[src/rtl/width_splitter_if.sv]
// rtl/width_splitter_if.sv - wide-word in / narrow-beat out handshake bundle for width_splitter
interface width_splitter_if #(
  parameter int DW    = 8,
  parameter int RATIO = 4
);
  localparam int CW = $clog2(RATIO);

  logic [DW*RATIO-1:0] in_data_i;
  logic [CW-1:0]       in_cnt_i;
  logic                in_vld_i;
  logic                in_ready_o;
  logic [DW-1:0]       out_data_o;
  logic                out_last_o;
  logic                out_vld_o;
  logic                out_ready_i;

  // slave: the splitter itself; master: the surrounding upstream/downstream logic
  modport slave (
    input  in_data_i, in_cnt_i, in_vld_i, out_ready_i,
    output in_ready_o, out_data_o, out_last_o, out_vld_o
  );

  modport master (
    output in_data_i, in_cnt_i, in_vld_i, out_ready_i,
    input  in_ready_o, out_data_o, out_last_o, out_vld_o
  );
endinterface

[src/rtl/width_splitter.sv]
// rtl/width_splitter.sv - splits a DW*RATIO word into up to RATIO registered DW-bit beats
module width_splitter #(
  parameter int DW    = 8,
  parameter int RATIO = 4
) (
  input  logic             clk_i,
  input  logic             rst_ni,
  width_splitter_if.slave  bus
);
  localparam int CW = $clog2(RATIO);

  typedef enum logic {
    IDLE = 1'b0,
    SEND = 1'b1
  } state_t;

  state_t              state;
  logic [DW-1:0]       data_q;
  logic                last_q;
  logic [CW-1:0]       idx_q;
  logic [CW-1:0]       cnt_q;
  logic [DW*RATIO-1:0] word_q;

  logic [DW-1:0]       beats [RATIO];
  logic [CW-1:0]       idx_nxt;
  logic                accept;
  logic                take;

  for (genvar k = 0; k < RATIO; k++) begin : g_beat
    assign beats[k] = word_q[k*DW +: DW];
  end

  assign idx_nxt = idx_q + CW'(1);

  // out_ready_i -> in_ready_o is the only combinational path through the block
  assign bus.in_ready_o = (state == IDLE) | (bus.out_ready_i & last_q);
  assign accept         = bus.in_vld_i & bus.in_ready_o;
  assign take           = (state == SEND) & bus.out_ready_i;

  assign bus.out_vld_o  = (state == SEND);
  assign bus.out_data_o = data_q;
  assign bus.out_last_o = last_q;

  always_ff @(posedge clk_i or negedge rst_ni) begin
    if (!rst_ni) begin
      state  <= IDLE;
      data_q <= '0;
      last_q <= 1'b0;
      idx_q  <= '0;
      cnt_q  <= '0;
      word_q <= '0;
    end else if (accept) begin
      // covers both an idle accept and the no-bubble hand-over after the last beat
      state  <= SEND;
      data_q <= bus.in_data_i[DW-1:0];
      last_q <= (bus.in_cnt_i == '0);
      idx_q  <= '0;
      cnt_q  <= bus.in_cnt_i;
      word_q <= bus.in_data_i;
    end else if (take) begin
      if (last_q) begin
        state  <= IDLE;
        last_q <= 1'b0;
      end else begin
        idx_q  <= idx_nxt;
        data_q <= beats[idx_nxt];
        last_q <= (idx_nxt == cnt_q);
      end
    end
  end
endmodule

[src/flat_wrapper.sv]
// flat-port wrapper written by rule: the top's interface ports become plain ports
module width_splitter_flat 
#(
  parameter int DW    = 8,
  parameter int RATIO = 4
)
  (clk_i, rst_ni, bus_in_data_i, bus_in_cnt_i, bus_in_vld_i, bus_out_ready_i, bus_in_ready_o, bus_out_data_o, bus_out_last_o, bus_out_vld_o);
  width_splitter_if #(.DW(DW), .RATIO(RATIO)) bus_i ();
  input  logic clk_i;
  input  logic rst_ni;
  input wire logic [$bits(bus_i.in_data_i)-1:0] bus_in_data_i;
  input wire logic [$bits(bus_i.in_cnt_i)-1:0] bus_in_cnt_i;
  input wire logic [$bits(bus_i.in_vld_i)-1:0] bus_in_vld_i;
  input wire logic [$bits(bus_i.out_ready_i)-1:0] bus_out_ready_i;
  output wire logic [$bits(bus_i.in_ready_o)-1:0] bus_in_ready_o;
  output wire logic [$bits(bus_i.out_data_o)-1:0] bus_out_data_o;
  output wire logic [$bits(bus_i.out_last_o)-1:0] bus_out_last_o;
  output wire logic [$bits(bus_i.out_vld_o)-1:0] bus_out_vld_o;
  assign bus_i.in_data_i = bus_in_data_i;
  assign bus_i.in_cnt_i = bus_in_cnt_i;
  assign bus_i.in_vld_i = bus_in_vld_i;
  assign bus_i.out_ready_i = bus_out_ready_i;
  assign bus_in_ready_o = bus_i.in_ready_o;
  assign bus_out_data_o = bus_i.out_data_o;
  assign bus_out_last_o = bus_i.out_last_o;
  assign bus_out_vld_o = bus_i.out_vld_o;
  width_splitter #(.DW(DW), .RATIO(RATIO)) u_core (.clk_i(clk_i), .rst_ni(rst_ni), .bus(bus_i));
endmodule
[config.mk]
export PLATFORM = sky130hd
export DESIGN_NAME = width_splitter_flat
export DESIGN_NICKNAME = d
export VERILOG_FILES = /design/src/rtl/width_splitter_if.sv /design/src/rtl/width_splitter.sv /design/src/flat_wrapper.sv
export SDC_FILE = /design/constraint.sdc
export NUM_CORES = 1
export LEC_CHECK = 0
export CAP_MARGIN = 20
export CORE_MARGIN = 2
export CORE_UTILIZATION = 50
export CTS_CLUSTER_SIZE = 24
export DETAILED_ROUTE_END_ITERATION = 7
export HOLD_SLACK_MARGIN = 0.08
export PLACE_DENSITY = 0.83
export SLEW_MARGIN = 10
export SYNTH_ARGS = -nofsm -noshare
export SYNTH_HDL_FRONTEND = slang
export SYNTH_SLANG_ARGS = --single-unit
[constraint.sdc]
create_clock -name clk_i -period 4 [get_ports clk_i]
set_input_delay 0.6 -clock clk_i [delete_from_list [all_inputs] [get_ports clk_i]]
set_output_delay 0.6 -clock clk_i [all_outputs]
set_load 0.005 [all_outputs]
==> reports/metrics.csv <==
metric;value;unit
status;complete, no violations;
grt.overflow.total;0;
drt_wl_total;4.01;mm
grt_max_degree;47;
drt_iter0_markers;74;
drt-wirelength-per-cell;16.9;µm
drc;0;
postRouteAntennaNets;0;
rows;23;
synthesis.nets;175;
hold_viol_final;0;
grt_pass1_wl;6.82;mm
r2r_slack;2.12;ns
hp-class;in2async;
p_int;1.31;mW
postSynth.asyncResetShare;1.00;
cts-root-buf;clkbuf_8;
ctsHtreeMaxLevel;2;
final_common_cell;clkdlybuf4s50_1;
p_clk_frac;0.157;
synth_cells;137;
p_total;1.84;mW
viasPerCell;5.59;
crit_path_end_kind;output port;
core_area;0.00403;mm²
place_inst;228;
period_minus_slack;2.58;ns
ys.flop_type;dfrtp_1;
seq_area_frac_synth;0.543;
dieArea;0.00478;mm²
layout_common_cells;47 x clkdlybuf4s50_1, 46 x dfrtp_1, 30 x mux2_2, 6 x clkbuf_8, 5 x mux4_2;
rsz0062_at_grt;false;
syn-cell-area;0.00212;mm²
p_leak;1.16;nW
fin_worst_skew;0.00464;ns
initial_core_util;0.526;
maxCapViolations;0;
io_pins;49;
fin_setup_tns;0;ns
layout-drive-gt1-share;0.305;
path_clk_slew;0.08;ns
hold_ws;0.208;ns
synth.distinct_cells;33;
p_per_area;683;mW/mm²
clk_latency;0.29;ns
antenna_found_initial;0;
synth_edf_count;0;
vdd_drop_max;0.330;mV
swShare;0.286;
instances_no_fill;237;
cts_tree;done;
reg2reg_depth;3;
cts_made_buffers;5;
die_h;69.1;µm
nFillCells;290;
rr_endpoint;u_core.bus.out_data_o[0]$_DFFE_PN0P_;
p_seq_frac;0.471;
critPathMaxFanout;8;
hpwl;2.81;mm
cp-start-kind;input pin;
multiInputGateArea;886;µm²
grt_usage;0.183;
worst_slack;1.42;ns
io_buffers;48;
yosys_register_bits;46;
crit_type;in2out;
cts.sinks;46;
gp_congestion;0.818;
postCtsResizedCells;0;
cts_hold_buf;0;
grt_pass1_vias;1383;
cts_buffer_depth;2;
yosysWarnings;0;
dr_total_vias;1324;
final-seq-area;0.00115;mm²
setup_viol;0;
postCtsSetupBuffers;0;
dp_slack;1.42;ns
synthToLayoutAreaGrowth;26.8;%
nets;224;
switchingPower;0.525;mW
required;3.40;ns
pwr-share-comb;0.372;
max_freq;387;MHz
diodes;0;
worstMarginPinSlew;0.600;ns
arrival;1.98;ns
fp.dieW;69.1;µm
r2r-start;u_core.idx_q[1]$_DFFE_PN0P_;
syn_avg_cell_area;15.5;µm²
firstDrtPassIters;4;
finalCritPeriodShare;0.646;
max_slew_margin;0.600;
maxSlewViolCount;0;
[per-stage QoR]
stage | instance area, µm² | utilization
5_1_grt | 2690 | 0.668
3_5_place_dp | 2580 | 0.640
6_report | 2690 | 0.668
4_1_cts | 2670 | 0.663
2_1_floorplan | 2120 | -
3_3_place_gp | 2580 | 0.640
[power groups by stage]
stage | clock network [mW] | registers (mW) | logic, mW
6_report | 0.288 | 0.865 | 0.683
2_1_floorplan | 0 | 0.792 | 0.545
5_1_grt | 0.319 | 0.897 | 0.738
3_3_place_gp | 0 | 0.857 | 0.661
3_5_place_dp | 0 | 0.870 | 0.689
4_1_cts | 0.292 | 0.865 | 0.692
[cell usage after synthesis (all sizes together), types with 2 or more instances]
cell type | number | area (µm²)
nand2b | 3 | 18.8
mux2 | 30 | 338
mux2i | 2 | 20.0
mux4 | 8 | 191
and3 | 4 | 28.8
nor2b | 3 | 18.8
a21o | 6 | 47.6
nand2 | 4 | 31.3
buf | 6 | 67.6
o21ai | 2 | 10.0
dfrtp | 46 | 1150
o221a | 3 | 33.8
a221o | 4 | 40.0
[flip-flops by register name, indices dropped and copies added (netlist names)]
name,cells
u_core.word_q,32
u_core.bus.out_vld_o,1
u_core.idx_q,2
u_core.bus.out_data_o,8
u_core.bus.out_last_o,1
u_core.cnt_q,2
[layout make-up]
class | instances | area share
clock buffer | 7 | 0.0321
clock inverter | 1 | 0.00186
multi-input combinational | 83 | 0.329
inverter | 1 | 0.00140
tap | 50 | 0.0233
sequential | 46 | 0.428
timing repair buffer | 49 | 0.184
[layer usage]
layer	GRT usage	vias to the layer above	part of all wire
li1	-	612	-
met1	0.232	670	0.41
met2	0.303	36	0.53
met3	0.0424	6	0.040
met4	0.0719	0	0.015
met5	0	-	0
[worst max-delay path, stage by stage]
cell	delay, ns
clkdlybuf4s50_1	0.55
a21bo_2	0.29
clkdlybuf4s50_1	0.54
[logic make-up (layout without fill, tap and decap cells)]
logic type,count (synthesis),after routing,synth area share
multiplexers,40,40,0.259
AND/OR/NAND/NOR,20,20,0.0661
flip-flops,46,46,0.543
buffers and inverters,8,58,0.0395
AO/OA/AOI/OAI,22,22,0.0885
XOR/XNOR,1,1,0.00413
[worst max path at each step]
stage / startpoint / end / slack, ns
global placement: bus_out_ready_i / bus_in_ready_o / 1.43
CTS: bus_out_ready_i / bus_in_ready_o / 1.41
global route: bus_out_ready_i / bus_in_ready_o / 1.36
detailed placement: bus_out_ready_i / bus_in_ready_o / 1.42
finish: bus_out_ready_i / bus_in_ready_o / 1.42
floorplan: bus_out_ready_i / u_core.cnt_q[0]$_DFFE_PN0P_ / 2.41
Note: power is estimated with default switching activity, not from simulation.
